===== config.mk =====
export PLATFORM = sky130hd
export DESIGN_NAME = cascade_ctrl
export DESIGN_NICKNAME = d
export VERILOG_FILES = /design/src/rtl/cascade_pkg.sv /design/src/rtl/cascade_ctrl_tick.sv /design/src/rtl/cascade_ctrl.sv
export SDC_FILE = /design/constraint.sdc
export NUM_CORES = 1
export LEC_CHECK = 0
export BUFFER_PORTS_ARGS = -buffer_cell sky130_fd_sc_hd__buf_2
export CORE_AREA = 10 10 47 49
export DETAILED_ROUTE_END_ITERATION = 12
export DIE_AREA = 0 0 57 59
export GPL_TIMING_DRIVEN = 0
export MAX_ROUTING_LAYER = met4
export PLACE_DENSITY_LB_ADDON = 0.15
export SETUP_SLACK_MARGIN = 0.5
export SLEW_MARGIN = 20
export SYNTH_ARGS = -nofsm -noshare
export SYNTH_HDL_FRONTEND = slang
export SYNTH_HIERARCHICAL = 1
export SYNTH_SLANG_ARGS = --single-unit

===== constraint.sdc =====
create_clock -name clk -period 3.3 [get_ports clk]
set_input_delay 0.165 -clock clk [delete_from_list [all_inputs] [get_ports clk]]
set_output_delay 0.165 -clock clk [all_outputs]
set_load 0.005 [all_outputs]

===== src/rtl/cascade_pkg.sv =====
// Shared types and defaults for the mm:ss cascade controller.
package cascade_pkg;
  localparam int DIGIT_W  = 4;
  localparam int MAX0_DEF = 9;
  localparam int MAX1_DEF = 5;
  localparam int MAX2_DEF = 9;
  localparam int MAX3_DEF = 5;

  typedef enum logic [1:0] {
    CLR   = 2'd0,
    IDLE  = 2'd1,
    RUN   = 2'd2,
    PAUSE = 2'd3
  } state_e;
endpackage


===== src/rtl/cascade_ctrl_tick.sv =====
// Prescaler: tick every DIV cycles while run is high; phase holds when run is low.
module tick_gen #(
  parameter int DIV = 4
) (
  input  logic clk,
  input  logic rst,
  input  logic run,
  input  logic zero,
  output logic tick
);
  localparam int PW = $clog2(DIV);
  localparam logic [PW-1:0] LAST = PW'(DIV - 1);

  logic [PW-1:0] pre_q, pre_d;

  always_comb begin
    pre_d = pre_q;
    if (zero)
      pre_d = '0;
    else if (run)
      pre_d = (pre_q == LAST) ? '0 : pre_q + 1'b1;
  end

  always_ff @(posedge clk or posedge rst) begin
    if (rst) pre_q <= '0;
    else     pre_q <= pre_d;
  end

  assign tick = run && (pre_q == LAST);
endmodule


===== src/rtl/cascade_ctrl.sv =====
// Run/pause/clear control and zero-latency carry chain for four external digit counters.
module cascade_ctrl
  import cascade_pkg::*;
#(
  parameter int DIV  = 4,
  parameter int MAX0 = MAX0_DEF,
  parameter int MAX1 = MAX1_DEF,
  parameter int MAX2 = MAX2_DEF,
  parameter int MAX3 = MAX3_DEF
) (
  input  logic               clk,
  input  logic               rst,
  input  logic               start_stop,
  input  logic               clear,
  input  logic [DIGIT_W-1:0] cnt0,
  input  logic [DIGIT_W-1:0] cnt1,
  input  logic [DIGIT_W-1:0] cnt2,
  input  logic [DIGIT_W-1:0] cnt3,
  output logic [3:0]         en,
  output logic               clr,
  output logic               running,
  output logic               ovf
);
  state_e state_q, state_d;
  logic   ovf_q, ovf_d;
  logic   tick;

  always_comb begin
    state_d = state_q;
    if (clear) begin
      state_d = CLR;
    end else begin
      case (state_q)
        CLR:     state_d = IDLE;
        IDLE:    if (start_stop) state_d = RUN;
        RUN:     if (start_stop) state_d = PAUSE;
        PAUSE:   if (start_stop) state_d = RUN;
        default: state_d = CLR;
      endcase
    end
  end

  assign clr     = (state_q == CLR);
  assign running = (state_q == RUN);

  tick_gen #(.DIV(DIV)) u_tick (
    .clk  (clk),
    .rst  (rst),
    .run  (running),
    .zero (clr),
    .tick (tick)
  );

  // tick is already gated by RUN, so every en bit is zero outside RUN.
  assign en[0] = tick;
  assign en[1] = en[0] && (cnt0 == DIGIT_W'(MAX0));
  assign en[2] = en[1] && (cnt1 == DIGIT_W'(MAX1));
  assign en[3] = en[2] && (cnt2 == DIGIT_W'(MAX2));

  always_comb begin
    ovf_d = ovf_q;
    if (clr)
      ovf_d = 1'b0;
    else if (en[3] && (cnt3 == DIGIT_W'(MAX3)))
      ovf_d = 1'b1;
  end

  always_ff @(posedge clk or posedge rst) begin
    if (rst) begin
      state_q <= CLR;
      ovf_q   <= 1'b0;
    end else begin
      state_q <= state_d;
      ovf_q   <= ovf_d;
    end
  end

  assign ovf = ovf_q;
endmodule


Yosys cells after proc, flatten, opt, wreduce, memory -nomap -nowiden
Cells that the tools add are included.
- flip-flop bits (word level): 5
- input bits: 20
- output and inout bits: 7
- logic and storage cells: 33
- add/subtract/negate cells: 1
- equal/unequal tests: 10
- mux-type cells: 9
- reduce and logical (&&, ||, !) cells: 10
- operator list (operator ; number):
    $mux 2 ; 6
    $eq 4x3->1 const B ; 2
    $eq 4x4->1 const B ; 2
    $eq 2x2->1 const B ; 3
    $pmux 2 s3 ; 1
    $logic_and 1x1->1 ; 5
    $reduce_bool 2->1 ; 2
    $ne 3x1->1 const B ; 1
    $ne 3x3->1 const B ; 1
    $add 2x1->2 const B ; 1
    $eq 2x1->1 const B ; 1
    $logic_not 2->1 ; 1
    $mux 1 ; 2
    $reduce_and 2->1 ; 1
    $reduce_or 2->1 ; 1

Logic depth before layout (Yosys ltp)
Gate-level depths: netlist of the first run.
- depth in word-level cells: 8
- depth in mapped cells: 5
- mapped depth without buffers: 5

By module
Netlist of the first run, hierarchy kept.
- by module, submodules not included (module ; times used ; cells an instance ; area an instance (um^2) ; seq. area each (um^2)):
    cascade_ctrl ; 1 ; 22 ; 222.7 ; 75.1
    tick_gen ; 1 ; 10 ; 110.1 ; 50.0

Worst setup path after synthesis of the first run
OpenSTA, ideal clock, no wires.
- path kind: reg2out
- start point: reg state_q[0]
- end point: out en[2]
- arrival: 1.250 ns
- required time: 3.135 ns
- path slack: 1.885 ns
- stages on the path, launching flop included: 6
- buffers on the path: 0
- path through: dfrtp_1 -> nor2b_1 -> and2_1 -> nand2_1 -> and2b_1 -> and2_2
- word-level cells in the longest chain between the ends: 4
- ends and longest elaborated chain (what ; line ; source):
    from (decl) ; cascade_ctrl.sv:24 ; state_e state_q, state_d;
    from (signal assigned) ; cascade_ctrl.sv:73 ; state_q <= state_d;
    $eq 2x2->1 ; cascade_ctrl.sv:44 ; assign running = (state_q == RUN);
    named net running ; cascade_ctrl.sv:21 ; output logic running,
    $logic_and 1x1->1 ; cascade_ctrl_tick.sv:29 ; assign tick = run && (pre_q == LAST);
    named net tick ; cascade_ctrl.sv:26 ; logic tick;
    $logic_and 1x1->1 ; cascade_ctrl.sv:56 ; assign en[1] = en[0] && (cnt0 == DIGIT_W'(MAX0));
    named net en[1] ; cascade_ctrl.sv:19 ; output logic [3:0] en,
    $logic_and 1x1->1 ; cascade_ctrl.sv:57 ; assign en[2] = en[1] && (cnt1 == DIGIT_W'(MAX1));
    to (decl) ; cascade_ctrl.sv:19 ;
The timed path passes the listed nets, and every way through them passes these cells.

Final worst setup path of the first run
- start point: reg state_q[0]
- end point: out en[2]
- word-level cells in the longest chain between the ends: 4
- ends and longest elaborated chain (what ; line):
    $eq 2x2->1 ; cascade_ctrl.sv:44
    $logic_and 1x1->1 ; cascade_ctrl_tick.sv:29
    named net tick ; cascade_ctrl.sv:26
    $logic_and 1x1->1 ; cascade_ctrl.sv:56
    $logic_and 1x1->1 ; cascade_ctrl.sv:57
The timed path passes the listed nets, and every way through them passes these cells.

==> impl_metrics.csv, run 1 <==
group,metric,value,unit
route,vias_per_cell,4.20,
clocking,cts_resized,0,
logic_synthesis,ys_seq_elements,5,
sta,whs,97.0,ps
logic_synthesis,synthXorXnorAreaFrac,0,%
worst_setup_path,startpoint_type,"flop",
sta,tns,0,ps
clocking,clkTransAtPathRegs,40,ps
floorplan,rows,14,
worst_setup_path,cp-end-kind,"output pin",
worst_setup_path,cp_data_required_time,3130,ps
logic_synthesis,synth_compound_area_share,11.7,%
job,drv_cap,0,
route,wire_per_inst,11.5,um
logic_synthesis,syn_area_per_cell,10.4,um^2
route,vias,332,
placement,port_buffers,26,
sta,finalSetupViolCount,0,
sta,tightest_slew,347,ps
clocking,cts_sinks,5,
worst_setup_path,crit_arrival,1640,ps
logic_synthesis,ys_seq_area_share,37.6,%
finish,final_common_cell,"buf_2",
logic_synthesis,synth.area.top_cells,"dfrtp_1 (38%), and4bb_1 (7.5%), nor3b_4 (5.6%), ha_1 (3.8%), nor2b_1 (3.8%)",
logic_synthesis,synth_top_family_by_area,"simple AND/OR/NAND/NOR gates",
logic_synthesis,synthSimpleGateAreaFrac,38.3,%
clocking,numCtsBuffers,3,
route,totalWireLength,911,um
clocking,cts_root_buffer,"clkbuf_4",
sta,finalClockSkew,2.08,ps
logic_synthesis,synthAdderAreaFrac,3.76,%
power,ir_drop,222,uV
logic_synthesis,yosysTopAreaCell,"dfrtp_1",
sta,setup_slack,1500,ps
logic_synthesis,synth_top_area_share,37.6,%
run_status,status,"completed",
logic_synthesis,yosys_warnings,6,
power,powerDensity,313,mW/mm^2
logic_synthesis,synth_cell_types,22,
finish,layout_common_cells,"buf_2 (26), dfrtp_1 (5), nor2_1 (3), inv_1 (3), clkbuf_4 (3)",
route,ant_nets,0,
clocking,clkLatencyLatePin,240,ps
clocking,htreeDepth,1,
placement,preCtsSetupSlack,1730,ps
logic_synthesis,netlist_instances,32,
route,firstDrtPassIters,4,
floorplan,die_y,59,um
grt,grt_pass1_wl,1440,um
floorplan,die_area,0.00336,mm^2
sta,min_period,1800,ps
grt,grt_max_degree,7,
grt,grt_pass1_vias,345,
floorplan,core_area,0.00140,mm^2
logic_synthesis,synth.area.mux_share,3.01,%
floorplan,ios,27,
grt,antenna_found_initial,0,
finish,nNetsFinal,85,
grt,grt_overflow,0,
sta,clock.fmax,0.554,GHz
worst_setup_path,critPathKind,"reg2out",
sta,hold_viol,0,
sta,maxSlewViolCount,0,
grt,grt_usage,5.94,%
finish,final_util,37.1,%
placement,place_congestion,0.667,
logic_synthesis,synth_nets,53,
finish,multi_input_area,189,um^2
placement,post-dp-hpwl,836,um
finish,n_fill_cell,162,
clocking,cts_tree,"yes",
sta,rsz0062_at_grt,"false",
route,drtIter0Drc,4,
floorplan,die_w,57,um
logic_synthesis,mappedNetlistArea,333,um^2
finish,syn_to_final_growth,56.0,%
finish,drive_above_1_share,54.0,%
clocking,clockBufferDepth,2,
worst_setup_path,cp_max_fo,6,
worst_hold_path,hold_path.class,"in2reg",
finish,antenna_cells,0,
route,drc,0,
sta,relSlewSlack,76.8,%
power,p_leak,0.000295,uW
sta,min_period_over_period,54.7,%
finish,final-seq-area,125,um^2
floorplan,start_util,23.7,%
-- worst max-delay path, stage by stage (launching register included) --
cell	delay [ps]
dfrtp_1	410
nor2b_1	310
and2_1	200
nand2_1	60
and2b_1	190
and2_2	120
buf_2	100
-- cell families (layout without fill, tap and decap cells) --
family          after synthesis  count (layout)
fa+ha+maj                     1               1
simple gates                 16              16
flops                         5               5
mux                           1               1
buf+inv                       4              35
compound gates                5               5
-- synth_stat cells --
cell type	number
a211oi_1	1
a21oi_1	1
a21oi_2	1
and2_1	1
and2_2	1
and2b_1	1
and4bb_1	2
buf_4	1
dfrtp_1	5
ha_1	1
inv_1	3
mux2i_1	1
nand2_1	1
nand2b_1	1
nand4b_1	1
nand4bb_1	1
nor2_1	3
nor2b_1	2
nor3b_4	1
o21ai_0	1
o31ai_2	1
or3b_1	1
-- metal layers --
metal	up-vias	track usage, %	share of wire [%]
met1	146	4.81	34
met4	0	4.03	0.99
met2	8	8.68	54
li1	176	-	-
met3	2	5.36	11
met5	-	-	0
-- repair_timing --
| action | in CTS | in global routing |
|---|---|---|
| hold buffers | 1 | 0 |
| buffers inserted | 0 | 0 |
| endpoints found under the hold margin | 5 | 0 |
-- registers in the layout, indices dropped and copies added (netlist names) --
name / flops
state_q: 2
u_tick/pre_q: 2
ovf: 1
-- where the power goes --
group	total [uW]	internal (uW)	switching [uW]
logic	27.9	16.3	11.6
clock network	67.6	45.5	22.0
registers	67.2	64.5	2.66
-- layout make-up --
| type | count | area share [%] |
|---|---|---|
| Clock buffer | 4 | 5.06 |
| Tap cell | 16 | 3.86 |
| Inverter | 3 | 2.17 |
| Multi-Input combinational cell | 23 | 36.4 |
| Timing Repair Buffer | 27 | 27.0 |
| Sequential cell | 5 | 24.1 |
| Buffer | 1 | 1.45 |
-- stage by stage --
step / cells / instance area, um^2 / total power (uW)
after CTS: 79 / 519 / 168
after global placement: 74 / 483 / 95.2
final: 79 / 519 / 163
after floorplan: 32 / 333 / 79.6
after global routing: 79 / 519 / 180
after detailed placement: 74 / 483 / 95.8
-- final timing paths --
path	depth (start not counted)	from	slack, ps	end
max	6	state_q[0]	1500	en[2]
min	2	clear	100	state_q[1]
max reg2reg	5	state_q[0]	1790	ovf
min reg2reg	2	ovf	520	ovf
max in group asynchronous	3	rst	2840	ovf
min in group asynchronous	3	rst	330	u_tick/pre_q[0]
No activity file was read; power rests on OpenSTA's default activity.
==> run 2: changes to the inputs <==
==> constraint.sdc (replaced) <==
create_clock -name clk -period 1.7 [get_ports clk]
set_input_delay 0.085 -clock clk [delete_from_list [all_inputs] [get_ports clk]]
set_output_delay 0.085 -clock clk [all_outputs]
set_load 0.005 [all_outputs]
==> impl_metrics.csv, run 2 (synthesis gave the netlist of run 1 again) <==
group,metric,value,unit
clocking,numCtsBuffers,3,
finish,syn_to_final_growth,101,%
sta,rsz0062_at_grt,"true",
route,firstDrtPassIters,4,
route,drc,0,
worst_hold_path,min_from,"start_stop",
sta,tightest_slew,331,ps
finish,drive_above_1_share,68.0,%
grt,grt_pass1_wl,1880,um
route,vias,398,
worst_setup_path,cp-end-kind,"output pin",
route,vias_per_cell,4.37,
finish,final_common_cell,"buf_2",
worst_hold_path,hold_path_end,"state_q[0]",
sta,min_period_over_period,89.3,%
grt,grt_usage,7.23,%
worst_setup_path,crit_arrival,1430,ps
floorplan,rows,14,
floorplan,ios,27,
floorplan,die_y,59,um
sta,tns,0,ps
route,ant_nets,0,
floorplan,core_area,0.00140,mm^2
finish,final_cell_area,669,um^2
clocking,cts_root_buffer,"clkbuf_4",
grt,grt_pass1_vias,422,
grt,antenna_found_initial,0,
clocking,cts_sinks,5,
worst_setup_path,r2r-end,"ovf",
placement,post-dp-hpwl,872,um
floorplan,die_w,57,um
clocking,clockBufferDepth,2,
worst_setup_path,critPathKind,"reg2out",
clocking,clkTransAtPathRegs,50,ps
run_status,status,"completed",
power,p_leak,0.000360,uW
placement,place_congestion,0.654,
worst_setup_path,ff2ff_setup_slack,380,ps
sta,finalClockSkew,3.84,ps
sta,clock.fmax,0.659,GHz
worst_setup_path,reg2regPathDepth,6,
placement,port_buffers,26,
sta,relSlewSlack,77.7,%
sta,finalSetupViolCount,0,
grt,grt_overflow,0,
route,drtIter0Drc,3,
worst_setup_path,cp_data_required_time,1620,ps
sta,min_period,1520,ps
worst_setup_path,startpoint_type,"flop",
sta,hold_viol,0,
placement,postPlaceCellArea,493,um^2
power,powerDensity,543,mW/mm^2
worst_setup_path,r2r-start,"state_q[0]",
worst_hold_path,hold_path.class,"in2reg",
finish,layout_common_cells,"buf_2 (24), buf_4 (9), buf_6 (5)",
worst_hold_path,whs_path_depth,2,
finish,nNetsFinal,97,
finish,antenna_cells,0,
grt,grt_max_degree,6,
floorplan,die_area,0.00336,mm^2
sta,maxSlewViolCount,0,
power,ir_drop,483,uV
route,totalWireLength,1150,um
job,drv_cap,0,
route,wire_per_inst,12.6,um
clocking,clkLatencyLatePin,250,ps
floorplan,start_util,23.7,%
clocking,htreeDepth,1,
worst_setup_path,cp_max_fo,2,
clocking,cts_tree,"yes",
==> run 2: changes by cell type in the layout (fill, tap and decap cells not counted), sizes merged <==
cell / delta
buf: +11
dlygate4sd3: +1
==> run 2: power by group <==
part	switching (uW)	internal, uW
Clock	53.5	89.1
Sequential	4.49	125
Combinational	34.2	57.0
Total	92.2	271
==> run 2: final cells by class <==
type,instances,area (um^2)
inverter,3,11.3
clock buffer,4,26.3
fill,144,732
timing repair buffer,39,253
multi-input combinational,23,221
sequential,5,126
tap,16,20.0
buffer,1,11.3
==> run 2: metal layers <==
layer	GRT usage (%)	routed length (um)	up-vias	part of all wire, %
met1	7.58	528	174	46
met3	4.29	119	2	10
met2	10.9	490	25	43
met5	-	0	-	0
li1	-	-	197	-
met4	3.02	8	0	0.70
==> run 2: what timing repair did <==
action / in CTS / in global routing
endpoints found under the setup margin: 7 / 7
pin swaps: 2 / 3
hold endpoints to repair: 6 / 0
setup buffers: 6 / 5
gates resized for setup: 10 / 2
hold buffers: 2 / 0
==> run 2: worst max-delay path by stage <==
stage                         start     to  slack (ps)  cells after the start
finish              u_tick/pre_q[0]  en[2]         180                      6
global route        u_tick/pre_q[0]  en[2]         110                      6
CTS                 u_tick/pre_q[1]  en[2]         190                      6
detailed placement       state_q[0]    ovf         370                      5
global placement         state_q[0]    ovf         350                      5
floorplan                state_q[0]    ovf         470                      5
==> run 2: critical path, stage by stage, from the launching register on <==
cell and delay, ps:
dfrtp_1 390, ha_2 190, and2_4 140, nand2_2 50, and2b_1 180, and2_4 130, buf_6 100
==> run 2: through the flow <==
stage	worst slack [ps]	std cells	hold WS, ps	utilization [%]	power, uW
global placement	352	74	-51.9	35.2	188
global route	111	91	49.5	47.8	387
CTS	194	86	28.5	44.2	351
finish	182	91	45.0	47.8	364
detailed placement	365	74	-54.7	35.2	188
floorplan	474	32	-174	-	157
